## config.mk

```make
export PLATFORM = sky130hd
export DESIGN_NAME = load_store_unit_flat
export DESIGN_NICKNAME = d
export VERILOG_FILES = /design/src/rtl/core_pkg.sv /design/src/rtl/load_store_unit_if.sv /design/src/rtl/load_store_unit_extender.sv /design/src/rtl/load_store_unit.sv /design/src/flat_wrapper.sv
export SDC_FILE = /design/constraint.sdc
export NUM_CORES = 1
export LEC_CHECK = 0
export BUFFER_PORTS_ARGS = -buffer_cell sky130_fd_sc_hd__buf_4
export CAP_MARGIN = 25
export CELL_PAD_IN_SITES_DETAIL_PLACEMENT = 1
export CELL_PAD_IN_SITES_GLOBAL_PLACEMENT = 2
export CORE_ASPECT_RATIO = 0.9
export CORE_UTILIZATION = 33
export DETAILED_ROUTE_END_ITERATION = 6
export PLACE_DENSITY_LB_ADDON = 0.1
export RECOVER_POWER = 50
export SLEW_MARGIN = 20
export SYNTH_ARGS = -nofsm -noshare
export SYNTH_HDL_FRONTEND = slang
export SYNTH_SLANG_ARGS = --single-unit
```

## constraint.sdc

```tcl
create_clock -name clk -period 6.1 [get_ports clk]
set_input_delay 0 -clock clk [delete_from_list [all_inputs] [get_ports clk]]
set_output_delay 0 -clock clk [all_outputs]
set_load 0.03 [all_outputs]
```

## src/rtl/core_pkg.sv

```systemverilog
// Shared core definitions: data width, RV32I load/store funct3 codes and LSU state encoding.
// The load/store unit's optional trap mode is selected by defining MISALIGN_TRAP_EN.
package core_pkg;

  localparam int DATA_WIDTH     = 32;
  localparam int BYTES_PER_WORD = DATA_WIDTH / 8;

  localparam logic [2:0] FUNCT3_SB = 3'b000;
  localparam logic [2:0] FUNCT3_SH = 3'b001;
  localparam logic [2:0] FUNCT3_SW = 3'b010;

  localparam logic [2:0] FUNCT3_LOAD_B  = 3'b000;
  localparam logic [2:0] FUNCT3_LOAD_H  = 3'b001;
  localparam logic [2:0] FUNCT3_LOAD_W  = 3'b010;
  localparam logic [2:0] FUNCT3_LOAD_BU = 3'b100;
  localparam logic [2:0] FUNCT3_LOAD_HU = 3'b101;

  typedef enum logic {LSU_IDLE, LSU_SPLIT} lsu_state_e;

  // 101 is LHU for loads but has no store meaning, so it only splits on loads.
  function automatic logic is_misaligned(input logic [2:0] funct3, input logic [1:0] offset,
                                         input logic store);
    logic mis;
    mis = 1'b0;
    case (funct3)
      FUNCT3_LOAD_H:  mis = offset[0];
      FUNCT3_LOAD_HU: mis = ~store & offset[0];
      FUNCT3_LOAD_W:  mis = |offset;
      default:        mis = 1'b0;
    endcase
    return mis;
  endfunction

  // Index of the final byte of a split: halfwords take 2 bytes, words 4.
  function automatic logic [1:0] split_last(input logic [2:0] funct3);
    return (funct3[1:0] == 2'b01) ? 2'd1 : 2'd3;
  endfunction

endpackage

```

## src/rtl/load_store_unit_if.sv

```systemverilog
// Data-memory bus between the load/store unit (master) and data_memory (slave).
interface load_store_unit_if #(
  parameter int DATA_WIDTH = 32
);
  logic [DATA_WIDTH-1:0] mem_addr;
  logic [DATA_WIDTH-1:0] mem_wdata;
  logic [2:0]            mem_funct3;
  logic                  MemWrite;
  logic                  MemRead;
  logic [DATA_WIDTH-1:0] mem_rdata;

  modport master (output mem_addr, mem_wdata, mem_funct3, MemWrite, MemRead, input mem_rdata);
  modport slave  (input mem_addr, mem_wdata, mem_funct3, MemWrite, MemRead, output mem_rdata);
endinterface

```

## src/rtl/load_store_unit_extender.sv

```systemverilog
// load_extender: picks the byte/half/word out of a memory word and sign- or zero-extends it.
module load_extender #(
  parameter int DATA_WIDTH     = 32,
  parameter int BYTES_PER_WORD = DATA_WIDTH / 8
) (
  input  logic [DATA_WIDTH-1:0]             word,
  input  logic [$clog2(BYTES_PER_WORD)-1:0] offset,
  input  logic [2:0]                        funct3,
  output logic [DATA_WIDTH-1:0]             result
);
  import core_pkg::*;

  localparam int OFFW = $clog2(BYTES_PER_WORD);

  logic [BYTES_PER_WORD-1:0][7:0] lanes;
  logic [7:0]                     b;
  logic [15:0]                    h;

  assign lanes = word;
  assign b     = lanes[offset];
  assign h     = {lanes[{offset[OFFW-1:1], 1'b1}], lanes[{offset[OFFW-1:1], 1'b0}]};

  always_comb begin
    result = '0;
    case (funct3)
      FUNCT3_LOAD_B:  result = {{(DATA_WIDTH-8){b[7]}}, b};
      FUNCT3_LOAD_BU: result = {{(DATA_WIDTH-8){1'b0}}, b};
      FUNCT3_LOAD_H:  result = {{(DATA_WIDTH-16){h[15]}}, h};
      FUNCT3_LOAD_HU: result = {{(DATA_WIDTH-16){1'b0}}, h};
      FUNCT3_LOAD_W:  result = word;
      default:        result = '0;
    endcase
  end
endmodule

```

## src/rtl/load_store_unit.sv

```systemverilog
// MEM-stage load/store unit: aligned accesses pass straight through, misaligned ones are split
// into byte accesses while the pipeline stalls. Define MISALIGN_TRAP_EN to trap instead of split.
module load_store_unit #(
  parameter int DATA_WIDTH     = core_pkg::DATA_WIDTH,
  parameter int BYTES_PER_WORD = DATA_WIDTH / 8
) (
  input  logic                  clk,
  input  logic                  rst_n,
  input  logic [DATA_WIDTH-1:0] req_addr_i,
  input  logic [DATA_WIDTH-1:0] req_wdata_i,
  input  logic [2:0]            req_funct3_i,
  input  logic                  MemRead_i,
  input  logic                  MemWrite_i,
  load_store_unit_if.master     mem,
  output logic [DATA_WIDTH-1:0] load_data_o,
  output logic                  stall_o,
  output logic                  misalign_exc_o
);
  import core_pkg::*;

  localparam int OFFW = $clog2(BYTES_PER_WORD);
`ifdef MISALIGN_TRAP_EN
  localparam bit SPLIT_EN = 1'b0;
`else
  localparam bit SPLIT_EN = 1'b1;
`endif

  lsu_state_e                     state;
  logic [OFFW-1:0]                cnt, last_k, ext_off;
  logic [BYTES_PER_WORD-1:0][7:0] acc, merged, rd_lanes, lat_wdata;
  logic [DATA_WIDTH-1:0]          lat_addr, split_addr, ext_word, ext_result;
  logic [2:0]                     lat_funct3, ext_funct3;
  logic                           lat_store;
  logic                           req_store, req_load, req_mis, split_start;
  logic [7:0]                     rd_byte;

  // A store wins when both enables are raised.
  assign req_store   = MemWrite_i;
  assign req_load    = MemRead_i & ~MemWrite_i;
  assign req_mis     = (req_store | req_load) &
                       is_misaligned(req_funct3_i, req_addr_i[1:0], req_store);
  assign split_start = SPLIT_EN & req_mis & (state == LSU_IDLE);

  assign rd_lanes   = mem.mem_rdata;
  assign split_addr = lat_addr + DATA_WIDTH'(cnt);
  assign last_k     = split_last(lat_funct3);
  assign rd_byte    = (state == LSU_SPLIT) ? rd_lanes[split_addr[OFFW-1:0]]
                                           : rd_lanes[req_addr_i[OFFW-1:0]];

  // Accumulator with the byte being read this cycle dropped into slot cnt.
  for (genvar g = 0; g < BYTES_PER_WORD; g++) begin : g_merge
    assign merged[g] = (cnt == OFFW'(g)) ? rd_byte : acc[g];
  end

  // The split result is assembled LSB-first, so it is extended from offset 0.
  assign ext_word   = (state == LSU_SPLIT) ? merged     : mem.mem_rdata;
  assign ext_off    = (state == LSU_SPLIT) ? '0         : req_addr_i[OFFW-1:0];
  assign ext_funct3 = (state == LSU_SPLIT) ? lat_funct3 : req_funct3_i;

  load_extender #(.DATA_WIDTH(DATA_WIDTH), .BYTES_PER_WORD(BYTES_PER_WORD)) u_ext (
    .word   (ext_word),
    .offset (ext_off),
    .funct3 (ext_funct3),
    .result (ext_result)
  );

  always_comb begin
    mem.mem_addr   = req_addr_i;
    mem.mem_wdata  = req_wdata_i;
    mem.mem_funct3 = req_funct3_i;
    mem.MemWrite   = 1'b0;
    mem.MemRead    = 1'b0;
    load_data_o    = '0;
    stall_o        = 1'b0;
    misalign_exc_o = 1'b0;
    // Enables are gated by reset so an aborted split cannot write any further bytes.
    if (!rst_n) begin
      mem.MemWrite = 1'b0;
    end else if (state == LSU_SPLIT) begin
      mem.mem_addr   = split_addr;
      mem.mem_funct3 = FUNCT3_SB;
      mem.mem_wdata  = {{(DATA_WIDTH-8){1'b0}}, lat_wdata[cnt]};
      mem.MemWrite   = lat_store;
      mem.MemRead    = ~lat_store;
      stall_o        = (cnt != last_k);
      if (cnt == last_k && !lat_store)
        load_data_o = ext_result;
    end else if (req_mis) begin
`ifdef MISALIGN_TRAP_EN
      misalign_exc_o = 1'b1;
`else
      mem.mem_funct3 = FUNCT3_SB;
      mem.mem_wdata  = {{(DATA_WIDTH-8){1'b0}}, req_wdata_i[7:0]};
      mem.MemWrite   = req_store;
      mem.MemRead    = req_load;
      stall_o        = 1'b1;
`endif
    end else begin
      mem.MemWrite = req_store;
      mem.MemRead  = req_load;
      if (req_load)
        load_data_o = ext_result;
    end
  end

  always_ff @(posedge clk or negedge rst_n) begin
    if (!rst_n) begin
      state      <= LSU_IDLE;
      cnt        <= '0;
      acc        <= '0;
      lat_addr   <= '0;
      lat_wdata  <= '0;
      lat_funct3 <= '0;
      lat_store  <= 1'b0;
    end else begin
      case (state)
        LSU_IDLE: begin
          if (split_start) begin
            lat_addr   <= req_addr_i;
            lat_wdata  <= req_wdata_i;
            lat_funct3 <= req_funct3_i;
            lat_store  <= req_store;
            acc        <= '0;
            acc[0]     <= rd_byte;
            cnt        <= OFFW'(1);
            state      <= LSU_SPLIT;
          end
        end
        LSU_SPLIT: begin
          if (cnt == last_k) begin
            cnt   <= '0;
            state <= LSU_IDLE;
          end else begin
            acc <= merged;
            cnt <= cnt + 1'b1;
          end
        end
        default: state <= LSU_IDLE;
      endcase
    end
  end
endmodule
```

## src/flat_wrapper.sv

```systemverilog
// flat-port wrapper written by rule: the top's interface ports become plain ports
module load_store_unit_flat import core_pkg::*;
#(
  parameter int DATA_WIDTH     = core_pkg::DATA_WIDTH,
  parameter int BYTES_PER_WORD = DATA_WIDTH / 8
)
  (clk, rst_n, req_addr_i, req_wdata_i, req_funct3_i, MemRead_i, MemWrite_i, load_data_o, stall_o, misalign_exc_o, mem_mem_addr, mem_mem_wdata, mem_mem_funct3, mem_MemWrite, mem_MemRead, mem_mem_rdata);
  load_store_unit_if #(.DATA_WIDTH(DATA_WIDTH)) mem_i ();
  input  logic clk;
  input  logic rst_n;
  input  logic [DATA_WIDTH-1:0] req_addr_i;
  input  logic [DATA_WIDTH-1:0] req_wdata_i;
  input  logic [2:0] req_funct3_i;
  input  logic MemRead_i;
  input  logic MemWrite_i;
  output logic [DATA_WIDTH-1:0] load_data_o;
  output logic stall_o;
  output logic misalign_exc_o;
  output wire logic [$bits(mem_i.mem_addr)-1:0] mem_mem_addr;
  output wire logic [$bits(mem_i.mem_wdata)-1:0] mem_mem_wdata;
  output wire logic [$bits(mem_i.mem_funct3)-1:0] mem_mem_funct3;
  output wire logic [$bits(mem_i.MemWrite)-1:0] mem_MemWrite;
  output wire logic [$bits(mem_i.MemRead)-1:0] mem_MemRead;
  input wire logic [$bits(mem_i.mem_rdata)-1:0] mem_mem_rdata;
  assign mem_mem_addr = mem_i.mem_addr;
  assign mem_mem_wdata = mem_i.mem_wdata;
  assign mem_mem_funct3 = mem_i.mem_funct3;
  assign mem_MemWrite = mem_i.MemWrite;
  assign mem_MemRead = mem_i.MemRead;
  assign mem_i.mem_rdata = mem_mem_rdata;
  load_store_unit #(.DATA_WIDTH(DATA_WIDTH), .BYTES_PER_WORD(BYTES_PER_WORD)) u_core (.clk(clk), .rst_n(rst_n), .req_addr_i(req_addr_i), .req_wdata_i(req_wdata_i), .req_funct3_i(req_funct3_i), .MemRead_i(MemRead_i), .MemWrite_i(MemWrite_i), .mem(mem_i), .load_data_o(load_data_o), .stall_o(stall_o), .misalign_exc_o(misalign_exc_o));
endmodule
```

==> qor.tcl, run 1 <==
set qor(run_status) {complete, but fails checks}
set qor(violations) {capacitance limit, slew limit}
set qor(timing.critical_path.fanout_max) 66
set qor(drt_wl_total_mm) 31.1
set qor(global_route.usage.total) 0.259
set qor(synth.cell_area_sq_um) 7760
set qor(critical_path.reg2reg.startpoint) {u_core.state}
set qor(power_leakage_nw) 4.70
set qor(rows) 52
set qor(dieArea_sq_um) 24100
set qor(numPortBuffers) 204
set qor(yosysTopAreaCell) {sky130_fd_sc_hd__dfrtp_1}
set qor(vdd_ir_drop_max_mv) 0.213
set qor(grt_start_max_net_pins) 70
set qor(synthesis_stage_register_bit_count) 103
set qor(antenna_found_initial) 0
set qor(synth-warning-count) 0
set qor(post_synth_xor_area_fraction) 0.0360
set qor(post_synthesis_compound_gate_area_fraction) 0.202
set qor(numClockSinks) 103
set qor(clock_latency_ns) 0.37
set qor(reg2reg_to) {u_core.acc[1]}
set qor(num_antenna_cells) 0
set qor(num-nets-final) 1305
set qor(worstMarginPinSlew_ns) 3.12
set qor(final_min_period_over_clock_period) 0.758
set qor(place_hpwl_mm) 21.5
set qor(utilization) 0.457
set qor(core_area_sq_um) 22800
set qor(endpoint_kind) {flip-flop}
set qor(timing.critical_path.from_type) {input pin}
set qor(main_combinational_cell_family_by_area_after_synthesis) {simple AND/OR/NAND/NOR gates}
set qor(distinct_cell_type_count_of_the_synthesized_netlist) 78
set qor(syn_area_per_cell_sq_um) 8.01
set qor(worst_hold_endpoint) {u_core.acc[5]}
set qor(h-tree-depth) 3
set qor(fmax_ghz) 0.216
set qor(slowest_delay_ns) 2.19
set qor(wire_length_of_the_first_global_routing_pass_mm) 48.0
set qor(detail_route.wl_per_cell_um) 20.8
set qor(areaGrowthSynthToFinish_pct) 34.1
set qor(worst_ep_arrival_time_ns) 4.90
set qor(place.gp.congestion) 0.860
set qor(cts_inserted_buffers) 9
set qor(hold_path_class) {input pin to flip-flop}
set qor(cts.path.max_buffers) 2
set qor(synth.mux.area_fraction) 0.107
set qor(drive_gt1_frac) 0.246
set qor(fin_setup_tns_ns) 0
set qor(dr.first_iter.drc_count) 671
set qor(final.setup_skew_ns) 0.0137
set qor(synth.yosys.seq_area_share) 0.332
set qor(tritoncts) {built}
set qor(clk_pin_slew_worst_paths_ns) 0.08
set qor(crit_type) {input pin to flip-flop}
set qor(worst-path-buf-inv) 3
set qor(post_synth_and_or_nand_nor_area_fraction) 0.261
set qor(global_route.overflow_total) 0
set qor(adder_and_majority_cell_fraction_of_the_synthesized_area) 0.0123
set qor(rsz0062_at_grt) {no}
set qor(drt-pass1-iter-count) 5
set qor(pwr_density_cell_nw_per_um2) 476
set qor(final_cell_mix) {sky130_fd_sc_hd__nand2_1, sky130_fd_sc_hd__buf_4, sky130_fd_sc_hd__dfrtp_1, sky130_fd_sc_hd__o21ai_0, sky130_fd_sc_hd__dlygate4sd3_1}
set qor(reg2reg_slack_ns) 2.29
set qor(hold_path_startpoint) {mem_mem_rdata[5]}
set qor(slew_headroom) -1.08
set qor(via_per_inst) 5.52
set qor(synth.net_count) 1078
set qor(dominantRegCellSynth) {sky130_fd_sc_hd__dfrtp_1}
set qor(die_h_um) 147
set qor(postPlaceCellArea_sq_um) 9480
set qor(worstPathRequired_ns) 6.37
set qor(cpLargestDelayFamily) {buffers and inverters}
set qor(post-route-drc-count) 0
set qor(cpMostUsedCell) {sky130_fd_sc_hd__clkbuf_1}
set qor(first_global_vias) 8274
set qor(antenna_violating_nets_post_route) 0
set qor(cell_count_after_synthesis) 968
set qor(number_of_post_cts_setup_repair_buffers) 0
set qor(cp_cell_sequence) {dlygate4sd3_1 > clkbuf_1 > nor2b_1 > o21ai_0 > a211o_2 > clkbuf_1 > o32ai_1 > a21oi_1}
set qor(die_x_um) 164
set qor(timing.final.crit_period_ns) 4.62
set qor(holdPathStages) 3
set qor(slowest_stage) {sky130_fd_sc_hd__clkbuf_1}
set qor(vias) 8256
set qor(async_reset_ff_frac) 1.00
set qor(synth-edff-count) 0
set qor(post_synth_main_area_contributors) {sky130_fd_sc_hd__dfrtp_1, sky130_fd_sc_hd__nand2_1, sky130_fd_sc_hd__o21ai_0, sky130_fd_sc_hd__mux4_2, sky130_fd_sc_hd__mux2_2}
set qor(clock-root-buffer) {sky130_fd_sc_hd__clkbuf_16}
set qor(worst_r2r_path_depth) 4
set qor(finalSetupViolations) 0
set qor(yosys.area.top_type_share) 0.332
set qor(design_area_sq_um) 10400
set qor(report.final.slew_viol_count) 178
set qor(final_hold_viol_count) 0
set qor(mostFrequentLayoutCell) {sky130_fd_sc_hd__nand2_1}
set qor(drv_cap) 3
set qor(num_io_pins) 206
set qor(initial_core_util) 0.341
==> state kept, by name, indices dropped and copies added (netlist names) <==
name,count
u_core.acc,32
u_core.lat_addr,32
u_core.lat_wdata,32
u_core.lat_funct3,3
u_core.cnt,2
u_core.lat_store,1
u_core.state,1
==> cell type report <==
cell class | instances | area (sq um)
Clock inverter | 7 | 78.8
Sequential cell | 103 | 2580
Inverter | 20 | 75.1
Tap cell | 297 | 372
Fill cell | 2760 | 12400
Timing Repair Buffer | 283 | 2270
Clock buffer | 9 | 225
Multi-Input combinational cell | 778 | 4800
==> through the flow <==
stage               cells  hold slack (ns)  worst slack [ns]  total power [W]
finish               1497            0.117              1.48          0.00495
global placement     1415            0.113              2.23          0.00424
global route         1497            0.136             0.875          0.00530
floorplan             968           -0.296              3.30          0.00333
CTS                  1497            0.110              1.75          0.00496
detailed placement   1415            0.118              2.12          0.00430
==> synthesized netlist by cell type (5+ instances only) <==
cell type and count:
sky130_fd_sc_hd__dfrtp_1 103, sky130_fd_sc_hd__nand2_1 275, sky130_fd_sc_hd__buf_2 20, sky130_fd_sc_hd__mux2i_1 8
sky130_fd_sc_hd__and2_1 32, sky130_fd_sc_hd__a222oi_1 7, sky130_fd_sc_hd__a21oi_1 48, sky130_fd_sc_hd__o211ai_1 5
sky130_fd_sc_hd__buf_1 6, sky130_fd_sc_hd__nand3_1 24, sky130_fd_sc_hd__mux2_2 30, sky130_fd_sc_hd__a211o_1 7
sky130_fd_sc_hd__a221oi_1 6, sky130_fd_sc_hd__or3_1 7, sky130_fd_sc_hd__a21o_1 6, sky130_fd_sc_hd__xor2_1 24
sky130_fd_sc_hd__nand2b_1 6, sky130_fd_sc_hd__nor2_1 35, sky130_fd_sc_hd__clkbuf_1 36, sky130_fd_sc_hd__o21ai_0 83
sky130_fd_sc_hd__nor2b_1 19, sky130_fd_sc_hd__a31oi_1 20, sky130_fd_sc_hd__and3_1 6, sky130_fd_sc_hd__mux4_2 16
sky130_fd_sc_hd__ha_1 6, sky130_fd_sc_hd__a22o_1 7, sky130_fd_sc_hd__a22oi_1 8, sky130_fd_sc_hd__inv_1 19
sky130_fd_sc_hd__xnor2_1 6, sky130_fd_sc_hd__nand4_1 13, sky130_fd_sc_hd__nor3_1 11
==> routing by layer <==
layer | GRT usage | wire (um) | vias up
met5 | 0 | 0 | -
met4 | 0.0630 | 512 | 0
met3 | 0.0435 | 1890 | 33
met2 | 0.400 | 14300 | 259
met1 | 0.375 | 14400 | 4087
li1 | - | - | 3877
==> what timing repair did <==
| item | CTS | global route |
|---|---|---|
| gates resized for setup | 0 | 0 |
| endpoints found under the setup margin | 0 | 0 |
| hold endpoints to repair | 112 | 0 |
| hold buffers | 66 | 0 |
==> worst register-to-register path, delay by kind of cell, from the launching register on <==
kind | cells | cell delay (ns)
buffers and inverters | 1 | 2.19
AO/OA/AOI/OAI | 3 | 0.83
flip-flops | 1 | 0.71
==> logic make-up (layout without fill, tap and decap cells) <==
logic type	count (synthesis)	in the layout
adder cells (fa/ha/maj)	7	7
XOR/XNOR	31	31
AO/OA/AOI/OAI	239	239
other	1	1
multiplexers	56	56
flip-flops	103	103
buffers and inverters	87	319
AND/OR/NAND/NOR	444	444
==> worst max-delay path by stage <==
stage | start | slack (ns) | endpoint | depth (start not counted)
2_1_floorplan | u_core.cnt[0] | 3.30 | load_data_o[29] | 10
3_3_place_gp | u_core.cnt[0] | 2.23 | load_data_o[27] | 8
3_5_place_dp | u_core.cnt[0] | 2.12 | load_data_o[27] | 8
4_1_cts | u_core.cnt[0] | 1.75 | load_data_o[26] | 8
5_1_grt | rst_n | 0.88 | mem_mem_wdata[14] | 5
6_report | req_funct3_i[1] | 1.48 | u_core.acc[1] | 8
==> power breakdown <==
part	internal (W)	leakage, nW	switching, W
Combinational	0.00115	3.26	0.00186
Clock	0.000292	0.148	0.000314
Sequential	0.000996	1.29	0.000331
Total	0.00244	4.70	0.00251
Note: power is estimated with default switching activity, not from simulation.
==> inputs of run 2 (changes only) <==
--- a/config.mk
+++ b/config.mk
@@ -10,7 +10,7 @@
 export CELL_PAD_IN_SITES_DETAIL_PLACEMENT = 1
 export CELL_PAD_IN_SITES_GLOBAL_PLACEMENT = 2
 export CORE_ASPECT_RATIO = 0.9
-export CORE_UTILIZATION = 33
+export CORE_UTILIZATION = 31
 export DETAILED_ROUTE_END_ITERATION = 6
 export PLACE_DENSITY_LB_ADDON = 0.1
 export RECOVER_POWER = 50
==> constraint.sdc (replaced) <==
create_clock -name clk -period 4.8 [get_ports clk]
set_input_delay 0 -clock clk [delete_from_list [all_inputs] [get_ports clk]]
set_output_delay 0 -clock clk [all_outputs]
set_load 0.03 [all_outputs]
==> qor.tcl, run 2 (synthesized netlist as in run 1, its figures left out) <==
set qor(endpoint_kind) {flip-flop}
set qor(first_global_vias) 8615 ;# +4.1%
set qor(clk_pin_slew_worst_paths_ns) 0.08 ;# about the same
set qor(cts.path.max_buffers) 2 ;# unchanged
set qor(mostFrequentLayoutCell) {sky130_fd_sc_hd__nand2_1}
set qor(via_per_inst) 5.34 ;# -3.2%
set qor(multi_input_comb_area_sq_um) 4810 ;# +0.13%
set qor(global_route.overflow_total) 0 ;# unchanged
set qor(total_switching_power_w) 0.00317 ;# +26%
set qor(antenna_violating_nets_post_route) 0 ;# unchanged
set qor(core_area_sq_um) 24400 ;# +7.1%
set qor(postPlaceCellArea_sq_um) 9560 ;# +0.83%
set qor(clock-root-buffer) {sky130_fd_sc_hd__clkbuf_16}
set qor(rows) 54 ;# +3.8%
set qor(cts_inserted_buffers) 9 ;# unchanged
set qor(num-nets-final) 1308 ;# +0.23%
set qor(num_io_pins) 206 ;# unchanged
set qor(power_leakage_nw) 4.68 ;# -0.38%
set qor(final_hold_viol_count) 0 ;# unchanged
set qor(areaGrowthSynthToFinish_pct) 34.5
set qor(report.final.slew_viol_count) 107 ;# -40%
set qor(pwr_density_cell_nw_per_um2) 600 ;# +26%
set qor(die_x_um) 169 ;# +3.1%
set qor(dr.first_iter.drc_count) 528 ;# -21%
set qor(numPortBuffers) 204 ;# unchanged
set qor(place.gp.congestion) 0.874 ;# +1.5%
set qor(critical_path.reg2reg.startpoint) {u_core.state}
set qor(hold_path_class) {input pin to flip-flop}
set qor(run_status) {complete, but fails checks}
set qor(final.fill_count) 2938 ;# +6.4%
set qor(numClockSinks) 103 ;# unchanged
set qor(initial_core_util) 0.318 ;# -0.0226
set qor(final_cell_mix) {sky130_fd_sc_hd__nand2_1, sky130_fd_sc_hd__buf_4, sky130_fd_sc_hd__dfrtp_1, sky130_fd_sc_hd__o21ai_0, sky130_fd_sc_hd__dlygate4sd3_1}
set qor(global_route.usage.total) 0.248 ;# -0.0114
set qor(seqPwrFrac) 0.266 ;# -0.002
set qor(critPathLaunch) {u_core.state}
set qor(worstPathRequired_ns) 5.03 ;# -1.34 ns
set qor(worst_ep_arrival_time_ns) 4.33 ;# -0.57 ns
set qor(worstMarginPinSlew_ns) 1.70 ;# -1.42 ns
set qor(vdd_ir_drop_max_mv) 0.295 ;# +38%
set qor(drv_cap) 3 ;# unchanged
set qor(design_area_sq_um) 10400 ;# +0.34%
set qor(antenna_found_initial) 1 ;# +1
set qor(critPathCapture) {u_core.lat_addr[1]}
set qor(power.share.switching) 0.506 ;# -0.00111
set qor(power.combinational.fraction) 0.616 ;# +0.007
set qor(tritoncts) {built}
set qor(final.setup_skew_ns) 0.00879 ;# -0.00492 ns
set qor(violations) {capacitance limit, slew limit}
set qor(drt_wl_total_mm) 31.3 ;# +0.63%
set qor(seq_area_sq_um) 2580 ;# about the same
set qor(dieArea_sq_um) 25700 ;# +6.4%
set qor(post-route-drc-count) 0 ;# unchanged
set qor(die_h_um) 152 ;# +3.1%
set qor(wire_length_of_the_first_global_routing_pass_mm) 49.2 ;# +2.6%
set qor(vias) 8225 ;# -0.38%
set qor(reg2reg_slack_ns) 0.70 ;# -1.59 ns
set qor(crit_type) {flip-flop to flip-flop}
set qor(timing.critical_path.fanout_max) 46 ;# -30%
set qor(fin_setup_tns_ns) 0 ;# unchanged
set qor(cp_cell_sequence) {clkbuf_1 > a211o_1 > buf_4 > o21ai_0}
set qor(slew_headroom) -0.133 ;# +0.944
set qor(drive_gt1_frac) 0.242 ;# -0.00394
set qor(largestRegisters) {u_core.acc (32), u_core.lat_addr (32), u_core.lat_wdata (32)}
set qor(number_of_post_cts_setup_repair_buffers) 0 ;# unchanged
set qor(timing.critical_path.from_type) {flip-flop}
set qor(grt_start_max_net_pins) 69 ;# -1.4%
set qor(final_min_period_over_clock_period) 0.854
set qor(slowest_delay_ns) 1.35 ;# -0.84 ns
set qor(finalSetupViolations) 0 ;# unchanged
set qor(drt-pass1-iter-count) 5 ;# unchanged
set qor(h-tree-depth) 3 ;# unchanged
set qor(rsz0062_at_grt) {no}
set qor(timing.final.crit_period_ns) 4.10
set qor(p_int_w) 0.00309 ;# +27%
set qor(fmax_ghz) 0.244
set qor(slowest_stage) {sky130_fd_sc_hd__a211o_1}
set qor(p_clk_frac) 0.118 ;# -0.004
set qor(detail_route.wl_per_cell_um) 20.3 ;# -2.2%
set qor(worst_r2r_path_depth) 4 ;# unchanged
set qor(reg2reg_to) {u_core.lat_addr[1]}
set qor(clock_latency_ns) 0.36 ;# about the same
set qor(place_hpwl_mm) 22.2 ;# +3.0%
[run 2: changes by cell type in the layout (fill, tap and decap cells not counted), sizes merged]
cell         change
clkinv           -2
inv              -1
buf              -2
dlygate4sd3      -1
diode            +1
clkinvlp         +2
clkbuf           +7
[run 2: how the worst min path moves through the flow]
stage                               start                    to  slack [ns]  cells after the start
after floorplan                     rst_n         u_core.acc[0]       -0.30                      0
after global placement              rst_n      u_core.lat_store       -0.05                      1
after detailed placement            rst_n         u_core.cnt[1]       -0.04                      1
after CTS                 req_funct3_i[1]  u_core.lat_funct3[1]        0.02                      3
after global routing      req_funct3_i[1]  u_core.lat_funct3[1]        0.06                      3
final                     req_funct3_i[1]  u_core.lat_funct3[1]        0.03                      3
[run 2: metal layers]
| metal | global-route usage | routed length, um |
|---|---|---|
| met3 | 0.0438 | 1770 |
| met4 | 0.0874 | 915 |
| met2 | 0.394 | 14300 |
| met5 | 0 | 0 |
| met1 | 0.337 | 14400 |
[run 2: worst max-delay path: cells and delay by family (launching register included)]
| kind | cells | cell delay [ns] |
|---|---|---|
| compound gates | 2 | 1.46 |
| buf+inv | 2 | 1.75 |
| flops | 1 | 0.75 |
[run 2: timing repair]
| item | CTS | global route |
|---|---|---|
| resized for setup | 0 | 0 |
| hold endpoints to repair | 82 | 0 |
| hold buffers | 65 | 0 |
[run 2: area by class of cell]
| cell class | count | area share |
|---|---|---|
| sequential | 103 | 0.247 |
| multi-input combinational | 778 | 0.461 |
| tap | 336 | 0.0403 |
| clock buffer | 10 | 0.0219 |
| antenna | 1 | 0.000240 |
| inverter | 20 | 0.00720 |
| timing repair buffer | 286 | 0.217 |
| clock inverter | 6 | 0.00528 |
[run 2: metrics by stage]
step / hold WS (ns) / setup WS (ns) / instances / util / power [W]
2_1_floorplan: -0.296 / 2.00 / 968 / - / 0.00423
3_3_place_gp: -0.0472 / 1.24 / 1458 / 0.392 / 0.00544
3_5_place_dp: -0.0426 / 1.11 / 1458 / 0.392 / 0.00551
4_1_cts: 0.0179 / 0.723 / 1539 / 0.430 / 0.00632
5_1_grt: 0.0582 / 0.390 / 1539 / 0.428 / 0.00670
6_report: 0.0346 / 0.702 / 1540 / 0.428 / 0.00626
[run 2: power by group through the flow]
stage	Combinational, W	Sequential [W]	Clock, W
after CTS	0.00388	0.00167	0.000771
final	0.00386	0.00167	0.000739
after floorplan	0.00272	0.00151	0
after global placement	0.00377	0.00167	0
after detailed placement	0.00382	0.00168	0
after global routing	0.00417	0.00173	0.000792
